### src/rtl/posit_fmau_pkg.sv
// Shared definitions for the Posit FMAU exponent path.
// Contents:
//   mode_t      per-beat SIMD lane split (4xW/4, 2xW/2, 1xW, illegal)
//   slot_width  width of one packed output slot for a given lane count
package posit_fmau_pkg;

    typedef enum logic [1:0] {
        MODE_4X4  = 2'b00,
        MODE_2X8  = 2'b01,
        MODE_1X16 = 2'b10,
        MODE_ILL  = 2'b11
    } mode_t;

    function automatic int unsigned slot_width(input int unsigned out_w,
                                               input int unsigned lanes);
        return out_w / lanes;
    endfunction

endpackage

### src/rtl/exp_lane_add.sv
// One signed exponent lane adder: sum = a + b at LW+1 bits.
// Configuration macro: EXP_ADD_SAT_EN clamps the sum to the LW-bit signed
// range and raises ovf when a clamp occurred; otherwise the sum is full
// precision and ovf is 0.
// Ports:
//   a, b  in   LW     two's-complement lane operands
//   sum   out  LW+1   lane sum (clamped value still carried at LW+1 bits)
//   ovf   out  1      clamp occurred
module exp_lane_add #(
    parameter int unsigned LW = 4
) (
    input  logic [LW-1:0] a,
    input  logic [LW-1:0] b,
    output logic [LW:0]   sum,
    output logic          ovf
);

    logic [LW:0] raw;

    always_comb begin
        raw = {a[LW-1], a} + {b[LW-1], b};
    end

`ifdef EXP_ADD_SAT_EN
    // The sum left the LW-bit range exactly when its top two bits disagree;
    // the top bit then tells which rail to clamp to.
    always_comb begin
        ovf = raw[LW] ^ raw[LW-1];
        sum = raw;
        if (ovf) begin
            if (raw[LW]) sum = {2'b11, {(LW-1){1'b0}}};
            else         sum = {2'b00, {(LW-1){1'b1}}};
        end
    end
`else
    always_comb begin
        sum = raw;
        ovf = 1'b0;
    end
`endif

endmodule

### src/rtl/exp_adder_pipe.sv
// Two-stage handshaked SIMD exponent adder: E = A+B, F = C+D per beat.
// Configuration macro: EXP_ADD_SAT_EN (per-lane saturation + ovf flags).
// Ports:
//   clk, rst_n            clock, async active-low reset
//   in_valid / in_ready   upstream handshake
//   mode                  00 4xW/4, 01 2xW/2, 10 1xW, 11 illegal
//   exp_a..exp_d          packed lane operands
//   out_valid / out_ready downstream handshake
//   exp_e, exp_f          packed sums, lane k in slot k of OUT_W/n bits
//   ovf_e, ovf_f          per-lane clamp flags
//   mode_err              result beat carried mode 11
module exp_adder_pipe
    import posit_fmau_pkg::*;
#(
    parameter int unsigned W     = 16,
    parameter int unsigned OUT_W = W + W / 4
) (
    input  logic             clk,
    input  logic             rst_n,
    input  logic             in_valid,
    output logic             in_ready,
    input  logic [1:0]       mode,
    input  logic [W-1:0]     exp_a,
    input  logic [W-1:0]     exp_b,
    input  logic [W-1:0]     exp_c,
    input  logic [W-1:0]     exp_d,
    output logic             out_valid,
    input  logic             out_ready,
    output logic [OUT_W-1:0] exp_e,
    output logic [OUT_W-1:0] exp_f,
    output logic [3:0]       ovf_e,
    output logic [3:0]       ovf_f,
    output logic             mode_err
);

    localparam int unsigned LW4 = W / 4;
    localparam int unsigned LW2 = W / 2;
    localparam int unsigned SW4 = slot_width(OUT_W, 4);
    localparam int unsigned SW2 = slot_width(OUT_W, 2);
    localparam int unsigned SW1 = slot_width(OUT_W, 1);

    logic         s1_valid;
    mode_t        s1_mode;
    logic [W-1:0] s1_a, s1_b, s1_c, s1_d;
    logic         s2_advance;

    always_comb begin
        s2_advance = !out_valid || out_ready;
        in_ready   = !s1_valid || s2_advance;
    end

    // Stage 1: operand capture
    always_ff @(posedge clk or negedge rst_n) begin
        if (!rst_n) begin
            s1_valid <= 1'b0;
            s1_mode  <= MODE_4X4;
            s1_a     <= '0;
            s1_b     <= '0;
            s1_c     <= '0;
            s1_d     <= '0;
        end else if (in_ready) begin
            s1_valid <= in_valid;
            if (in_valid) begin
                s1_mode <= mode_t'(mode);
                s1_a    <= exp_a;
                s1_b    <= exp_b;
                s1_c    <= exp_c;
                s1_d    <= exp_d;
            end
        end
    end

    // All three lane splits are computed every cycle; the registered mode picks one.
    logic [4*SW4-1:0] e4, f4;
    logic [2*SW2-1:0] e2, f2;
    logic [SW1-1:0]   e1, f1;
    logic [3:0]       oe4, of4;
    logic [1:0]       oe2, of2;
    logic             oe1, of1;

    for (genvar i = 0; i < 4; i++) begin : g_l4
        logic [LW4:0] se, sf;
        exp_lane_add #(.LW(LW4)) u_e (
            .a(s1_a[i*LW4 +: LW4]), .b(s1_b[i*LW4 +: LW4]), .sum(se), .ovf(oe4[i]));
        exp_lane_add #(.LW(LW4)) u_f (
            .a(s1_c[i*LW4 +: LW4]), .b(s1_d[i*LW4 +: LW4]), .sum(sf), .ovf(of4[i]));
        always_comb begin
            e4[i*SW4 +: SW4] = SW4'(signed'(se));
            f4[i*SW4 +: SW4] = SW4'(signed'(sf));
        end
    end

    for (genvar i = 0; i < 2; i++) begin : g_l2
        logic [LW2:0] se, sf;
        exp_lane_add #(.LW(LW2)) u_e (
            .a(s1_a[i*LW2 +: LW2]), .b(s1_b[i*LW2 +: LW2]), .sum(se), .ovf(oe2[i]));
        exp_lane_add #(.LW(LW2)) u_f (
            .a(s1_c[i*LW2 +: LW2]), .b(s1_d[i*LW2 +: LW2]), .sum(sf), .ovf(of2[i]));
        always_comb begin
            e2[i*SW2 +: SW2] = SW2'(signed'(se));
            f2[i*SW2 +: SW2] = SW2'(signed'(sf));
        end
    end

    logic [W:0] se1, sf1;
    exp_lane_add #(.LW(W)) u_e1 (.a(s1_a), .b(s1_b), .sum(se1), .ovf(oe1));
    exp_lane_add #(.LW(W)) u_f1 (.a(s1_c), .b(s1_d), .sum(sf1), .ovf(of1));
    always_comb begin
        e1 = SW1'(signed'(se1));
        f1 = SW1'(signed'(sf1));
    end

    logic [OUT_W-1:0] nxt_e, nxt_f;
    logic [3:0]       nxt_oe, nxt_of;
    logic             nxt_err;

    always_comb begin
        nxt_e   = '0;
        nxt_f   = '0;
        nxt_oe  = '0;
        nxt_of  = '0;
        nxt_err = 1'b0;
        case (s1_mode)
            MODE_4X4: begin
                nxt_e  = OUT_W'(e4);
                nxt_f  = OUT_W'(f4);
                nxt_oe = oe4;
                nxt_of = of4;
            end
            MODE_2X8: begin
                nxt_e  = OUT_W'(e2);
                nxt_f  = OUT_W'(f2);
                nxt_oe = {2'b00, oe2};
                nxt_of = {2'b00, of2};
            end
            MODE_1X16: begin
                nxt_e  = OUT_W'(e1);
                nxt_f  = OUT_W'(f1);
                nxt_oe = {3'b000, oe1};
                nxt_of = {3'b000, of1};
            end
            default: nxt_err = 1'b1;
        endcase
    end

    // Stage 2: result register; holds while out_valid && !out_ready
    always_ff @(posedge clk or negedge rst_n) begin
        if (!rst_n) begin
            out_valid <= 1'b0;
            exp_e     <= '0;
            exp_f     <= '0;
            ovf_e     <= '0;
            ovf_f     <= '0;
            mode_err  <= 1'b0;
        end else if (s2_advance) begin
            out_valid <= s1_valid;
            if (s1_valid) begin
                exp_e    <= nxt_e;
                exp_f    <= nxt_f;
                ovf_e    <= nxt_oe;
                ovf_f    <= nxt_of;
                mode_err <= nxt_err;
            end
        end
    end

endmodule
### config.mk
export PLATFORM = sky130hd
export DESIGN_NAME = exp_adder_pipe
export DESIGN_NICKNAME = d
export VERILOG_FILES = /design/src/rtl/posit_fmau_pkg.sv /design/src/rtl/exp_lane_add.sv /design/src/rtl/exp_adder_pipe.sv
export SDC_FILE = /design/constraint.sdc
export NUM_CORES = 1
export LEC_CHECK = 0
export ABC_AREA = 1
export CORE_MARGIN = 5
export CORE_UTILIZATION = 50
export DETAILED_ROUTE_END_ITERATION = 10
export PLACE_DENSITY = 0.83
export SLEW_MARGIN = 20
export SYNTH_ARGS = -nofsm -noshare
export SYNTH_HDL_FRONTEND = slang
export SYNTH_HIERARCHICAL = 1
export SYNTH_SLANG_ARGS = --single-unit
### constraint.sdc
create_clock -name clk -period 3.4 [get_ports clk]
set_input_delay 0.68 -clock clk [delete_from_list [all_inputs] [get_ports clk]]
set_output_delay 0.68 -clock clk [all_outputs]
set_load 0.03 [all_outputs]
==> metrics, run 1 <==
die area=23960 um^2; Worst EP required=2.72 ns; buffer and inverter count on the worst path=3; cell mode on critical path=clkdlybuf4s50_1; met3 Use GR=0.03637; total track usage=0.2349; most common cell after layout, fill and taps aside=nand2_1; vias per cell=5.204; setup bufs post-CTS=0; FP Rows=53; max-slew violations=0; setup TNS=0 ns; kind of cell adding the most delay to the critical path=buffers and inverters; nature of the critical path endpoint=output port; routability cong.=0.8945; Num CTS Buffers=17; max frequency=384.7 MHz; pwr dens=669.6 nW/um^2; mux cell area share after synthesis=0; Critical Path Slowest Stage Cell=clkdlybuf4s50_1; CTS resizes=0; io pins=121; final hold violations=0; Via Count=10.26k; Final setup viols=0; Seq/Total Area, Yosys=0.2793; synth unique cells=26; dpl hpwl=19850 um; CTS H-Tree Depth=4; Hold WC Path Type=input pin to asynchronous set/reset pin; main combinational cell family by area after synthesis=simple AND/OR/NAND/NOR gates; clk_skew=0.008626 ns; post-synth top area share=0.2793; Area contributors post-synth=dfrtp_1, nand2_1, nand3_1; Layout Nets=1863; register bit count reported by yosys=117; Post-Syn Nets=1779; GR peak layer=met2; actual slew at the worst max-slew pin=0.8150 ns; hold slack=0.2859 ns; starting density of the core=0.5034; DRT Pass-1 Iters=8; layout cell share with drive strength beyond 1=0.06844; initial DRC count=737; crit path time final=2.599 ns; Clock Tree Root=clkbuf_16; first-pass GRT wire length=46700 um; drc violations=0; Adder-Cell Fraction of Synth Area=0.1413; Routed Antenna Nets=0; crit-path max FO=2; RSZ-0062 raised after global routing=no; max_cap viols=0; Ys Warns=6; largest net degree at the start of global routing=69; Die X-Extent=154.8 um; register clock-pin slew on the reported worst setup and hold paths=0.05 ns; PortBufs=120; Leak=6.913 nW; Max-Slew Margin vs Limit=0.4559; Synth Area in Simple Gates=0.4149; Syn-to-layout area delta=17.63%; Post-Synth XOR/XNOR Area=0.02841; Mapped Avg Cell Area=6.555 um^2; commonest non-fill, non-tap cells in the layout=nand2_1, nand3_1, inv_1; area fraction in compound gates after synthesis=0.02220; DRT Wirelength=27570 um; Die Y-Extent=154.8 um; status=finished, final reports clean; Syn Std Cell Area=10480 um^2; gr ovfl total=0; CTS tree=done; Routed wire per std cell=13.99 um; met2 Use GR=0.3954; antenna violations before repair=1; Max IR drop VDD=431.6 uV; Post-Syn Instances=1599; crit-path max cell delay=0.67 ns; most area-hungry cell type in the Yosys netlist=dfrtp_1; WS Path Type=input pin to output port; Worst-Skew Late Latency=0.43 ns; crit share post-route=0.7645; Power, Total=8.256 mW; Core ar.=20820 um^2; post-cts hold buffer count=0; Clock Sinks=117; crit-path cells=clkdlybuf4s50_1, inv_1, nand3_2, clkdlybuf4s50_1; number of global-route vias before repair=9876; CP arrival=1.92 ns; crit start category=input pin; Bufs on Longest Clock Path=2; met1 GRT Util=0.3085
[registers in the layout (all words and copies together) (netlist names), 2 cells and up]
register and cells:
exp_e 20, exp_f 20, ovf_e 4, ovf_f 4
s1_a 16, s1_b 16, s1_c 16, s1_d 16
s1_mode 2
[per-layer routing]
layer / up-vias / share of wire
li1: 5154 / -
met1: 4711 / 0.45
met2: 333 / 0.48
met3: 60 / 0.052
met4: 0 / 0.023
met5: - / 0
[kinds of logic after synthesis]
logic type | count (synthesis)
flops | 117
xor+xnor | 34
other cells | 14
simple gates | 1019
fa+ha+maj | 110
compound gates | 45
buf+inv | 260
[path summary, 6_finish.rpt]
path | from | endpoint | slack (ns) | cells past startpoint
setup / recovery | out_ready | in_ready | 0.80 | 4
hold / removal | rst_n | s1_c[7]$_DFFE_PN0P_ | 0.29 | 1
setup reg to reg | s1_c[0]$_DFFE_PN0P_ | exp_f[19]$_DFFE_PN0P_ | 1.12 | 13
hold reg to reg | exp_f[5]$_DFFE_PN0P_ | exp_f[5]$_DFFE_PN0P_ | 0.48 | 2
max in group asynchronous | rst_n | s1_a[12]$_DFFE_PN0P_ | 2.33 | 2
min in group clk | exp_f[5]$_DFFE_PN0P_ | exp_f[5]$_DFFE_PN0P_ | 0.48 | 2
[synth_stat cells]
cell type,count
or2_1,8
fa_1,14
a21oi_1,30
nand2_1,655
o21ai_1,12
nor2_4,1
buf_2,32
nand3_1,252
dfrtp_1,117
o21ai_0,1
nor2_1,54
clkbuf_1,7
or2_4,2
buf_6,6
nor3_2,8
nand3b_1,10
xor2_1,16
inv_1,165
xnor2_1,18
inv_2,29
nand3_2,3
conb_1,14
a21oi_2,2
nand2_2,26
buf_4,21
ha_1,96
[power by group]
group / switching [mW] / total [mW] / internal, mW
Combinational: 2.60 / 4.23 / 1.64
Sequential: 0.345 / 2.11 / 1.77
Clock: 0.667 / 1.91 / 1.24
Total: 3.61 / 8.26 / 4.65
[cell type report]
cell class / instances / area [um^2]
Sequential cell: 117 / 2928
Timing Repair Buffer: 131 / 1289
Antenna cell: 1 / 2.502
Tap cell: 275 / 344.1
Clock buffer: 23 / 498.0
Fill cell: 1921 / 8493
Multi-Input combinational cell: 1222 / 6419
Clock inverter: 8 / 121.4
Inverter: 194 / 728.2
[through the flow]
| stage | instances | instance area (um^2) | utilization | setup slack, ns |
|---|---|---|---|---|
| 6_report | 1971 | 12330 | 0.5921 | 0.8008 |
| 5_1_grt | 1971 | 12330 | 0.5921 | 0.7536 |
| 4_1_cts | 1970 | 12330 | 0.5920 | 0.7943 |
| 3_5_place_dp | 1939 | 11710 | 0.5623 | 0.7911 |
| 3_3_place_gp | 1939 | 11710 | 0.5623 | 0.7961 |
| 2_1_floorplan | 1599 | 10480 | - | 1.446 |
Power figures use the tool's default switching activity.
==> inputs of run 2 (changes only) <==
clock period = 2.43 ns   (was 3.4 ns; I/O delays follow)
==> metrics, run 2 (synthesized netlist as in run 1, its figures left out) <==
status=finished, final reports clean; Routed wire per std cell=14.58 um (+4.2%); routability cong.=0.8787 (-1.8%); crit share post-route=0.9155; CTS H-Tree Depth=4 (unchanged); layout cell share with drive strength beyond 1=0.07607 (+0.007631); DRT Pass-1 Iters=6 (-2); Flop pwr share=0.256 (about the same); hold endpoint=exp_f[0]$_DFFE_PN0P_; setup bufs post-CTS=0 (unchanged); met3 Use GR=0.03525 (-0.001119); max_cap viols=0 (unchanged); Via Count=10.48k (+2.1%); actual slew at the worst max-slew pin=0.7173 ns (-0.09768 ns); Hold WC Path Type=flop to flop; total track usage=0.2452 (+0.01029); Clock Sinks=117 (unchanged); met1 GRT Util=0.3098 (+0.001236); Clock Power Share=0.220 (-0.011); Worst EP required=2.79 ns (+0.07 ns); final hold violations=0 (unchanged); number of global-route vias before repair=10.27k (+4.0%); Die Y-Extent=154.8 um (unchanged); antenna violations before repair=0 (-1); Syn-to-layout area delta=18.78%; Final setup viols=0 (unchanged); worst reg2reg path depth=13 (unchanged); Largest regs=exp_e (20), exp_f (20); reg2reg start=s1_a[0]$_DFFE_PN0P_; Die X-Extent=154.8 um (unchanged); PortBufs=120 (unchanged); max-slew violations=0 (unchanged); crit path time final=2.225 ns; initial DRC count=750 (+1.8%); Num CTS Buffers=17 (unchanged); Critical Path Slowest Stage Cell=dfrtp_1; gr ovfl total=0 (unchanged); cell mode on critical path=nand2_1; CTS tree=done; Worst R2R End=exp_e[17]$_DFFE_PN0P_; FP Rows=53 (unchanged); setup TNS=0 ns (unchanged); vias per cell=5.281 (+1.5%); Layout Nets=1876 (+0.70%); Max IR drop VDD=571.0 uV (+32%); nature of the critical path endpoint=flop; Final Cell Area=12450 um^2 (+0.97%); crit-path max FO=4 (+2); most common cell after layout, fill and taps aside=nand2_1; Worst-Skew Late Latency=0.43 ns (about the same); first-pass GRT wire length=48530 um (+3.9%); drc violations=0 (unchanged); pwr dens=928.0 nW/um^2 (+39%); crit-path cells=ha_1, fa_1, nand2_1, nand2_1, nand3_1, nand2_2, nand2_1, nand3_1, nand2_1, nand3_1, nand3_1, nand2_1, nand2_1; sw power=5.190 mW (+44%); combinational fraction of design power=0.524 (+0.011); Clock Tree Root=clkbuf_16; Max-Slew Margin vs Limit=0.5211 (+0.06522); register clock-pin slew on the reported worst setup and hold paths=0.06 ns (about the same); io pins=121 (unchanged); fin util=0.5979 (+0.005769); Hold Path Depth=2; die area=23960 um^2 (unchanged); max frequency=449.5 MHz; hold wc startpoint=exp_f[0]$_DFFE_PN0P_; WS Path Type=flop to flop; Internal=6.363 mW (+37%); largest net degree at the start of global routing=53 (-23%); starting density of the core=0.5034 (unchanged); dpl hpwl=21160 um (+6.6%); CP arrival=2.59 ns (+0.67 ns); GR peak layer=met2; switch share=0.4492 (+0.01228); Leak=6.966 nW (+0.78%); clk_skew=0.008012 ns (-0.0006145 ns); CTS resizes=0 (unchanged); DRT Wirelength=28920 um (+4.9%); dpl cell area=11850 um^2 (+1.2%); Layout fillers=1910 (-0.57%); commonest non-fill, non-tap cells in the layout=nand2_1, nand3_1, inv_1; crit-path max cell delay=0.42 ns (-0.25 ns); Routed Antenna Nets=0 (unchanged); met2 Use GR=0.4251 (+0.02974); Bufs on Longest Clock Path=2 (unchanged); flop2flop setup slack=0.21 ns (-0.91 ns); Ant. Diodes=0 (-1); post-cts hold buffer count=1 (+1); crit start category=flop; Core ar.=20820 um^2 (unchanged); RSZ-0062 raised after global routing=no
## run 2: cell count changes in the layout (fill, tap and decap cells not counted), sizes merged
cell | previous run | this run
inv | 194 | 196
bufinv | 3 | 2
clkbuf | 23 | 18
clkinvlp | 1 | 4
diode | 1 | 0
dlygate4sd3 | 0 | 1
clkinv | 4 | 6
buf | 13 | 25
## run 2: worst max path at each step
stage,start,end,depth (start not counted)
floorplan,s1_a[0]$_DFFE_PN0P_,exp_e[16]$_DFFE_PN0P_,14
global placement,out_ready,in_ready,4
detailed placement,out_ready,in_ready,4
CTS,out_ready,in_ready,4
global route,s1_c[0]$_DFFE_PN0P_,exp_f[17]$_DFFE_PN0P_,13
finish,s1_a[0]$_DFFE_PN0P_,exp_e[17]$_DFFE_PN0P_,13
## run 2: layout make-up
class | instances | area, um^2 | area share
Multi-Input combinational cell | 1222 | 6419 | 0.5156
Sequential cell | 117 | 2928 | 0.2352
Timing Repair Buffer | 144 | 1439 | 0.1156
Inverter | 194 | 728.2 | 0.05849
Clock buffer | 18 | 439.2 | 0.03528
Tap cell | 275 | 344.1 | 0.02764
Clock inverter | 14 | 152.6 | 0.01226
## run 2: power groups by stage
| stage | registers (mW) | clock network, mW | logic, mW |
|---|---|---|---|
| 6_report | 2.96 | 2.54 | 6.05 |
| 5_1_grt | 3.02 | 2.65 | 6.73 |
| 4_1_cts | 2.95 | 2.57 | 6.03 |
| 3_5_place_dp | 2.97 | 0 | 5.97 |
| 3_3_place_gp | 2.96 | 0 | 5.83 |
| 2_1_floorplan | 3.59 | 0 | 3.49 |
## run 2: per-layer routing
metal  up-vias  part of all wire
met2       394              0.49
met3        52             0.056
met4         0             0.023
met1      4846              0.43
li1       5185                 -
met5         -                 0
## run 2: critical path: cells and delay by family, from the launching register on
kind / cells / cell delay [ns]
fa+ha+maj: 2 / 0.67
flops: 1 / 0.42
simple gates: 11 / 1.09
## run 2: metrics by stage
stage / total power [mW] / hold slack (ns) / instances / worst slack (ns)
2_1_floorplan: 7.080 / 0.1904 / 1599 / 0.5075
3_3_place_gp: 8.791 / 0.4283 / 1951 / 0.2053
3_5_place_dp: 8.941 / 0.4264 / 1951 / 0.2128
4_1_cts: 11.54 / 0.4810 / 1984 / 0.2032
5_1_grt: 12.39 / 0.4941 / 1984 / 0.04228
6_report: 11.55 / 0.4769 / 1984 / 0.2054
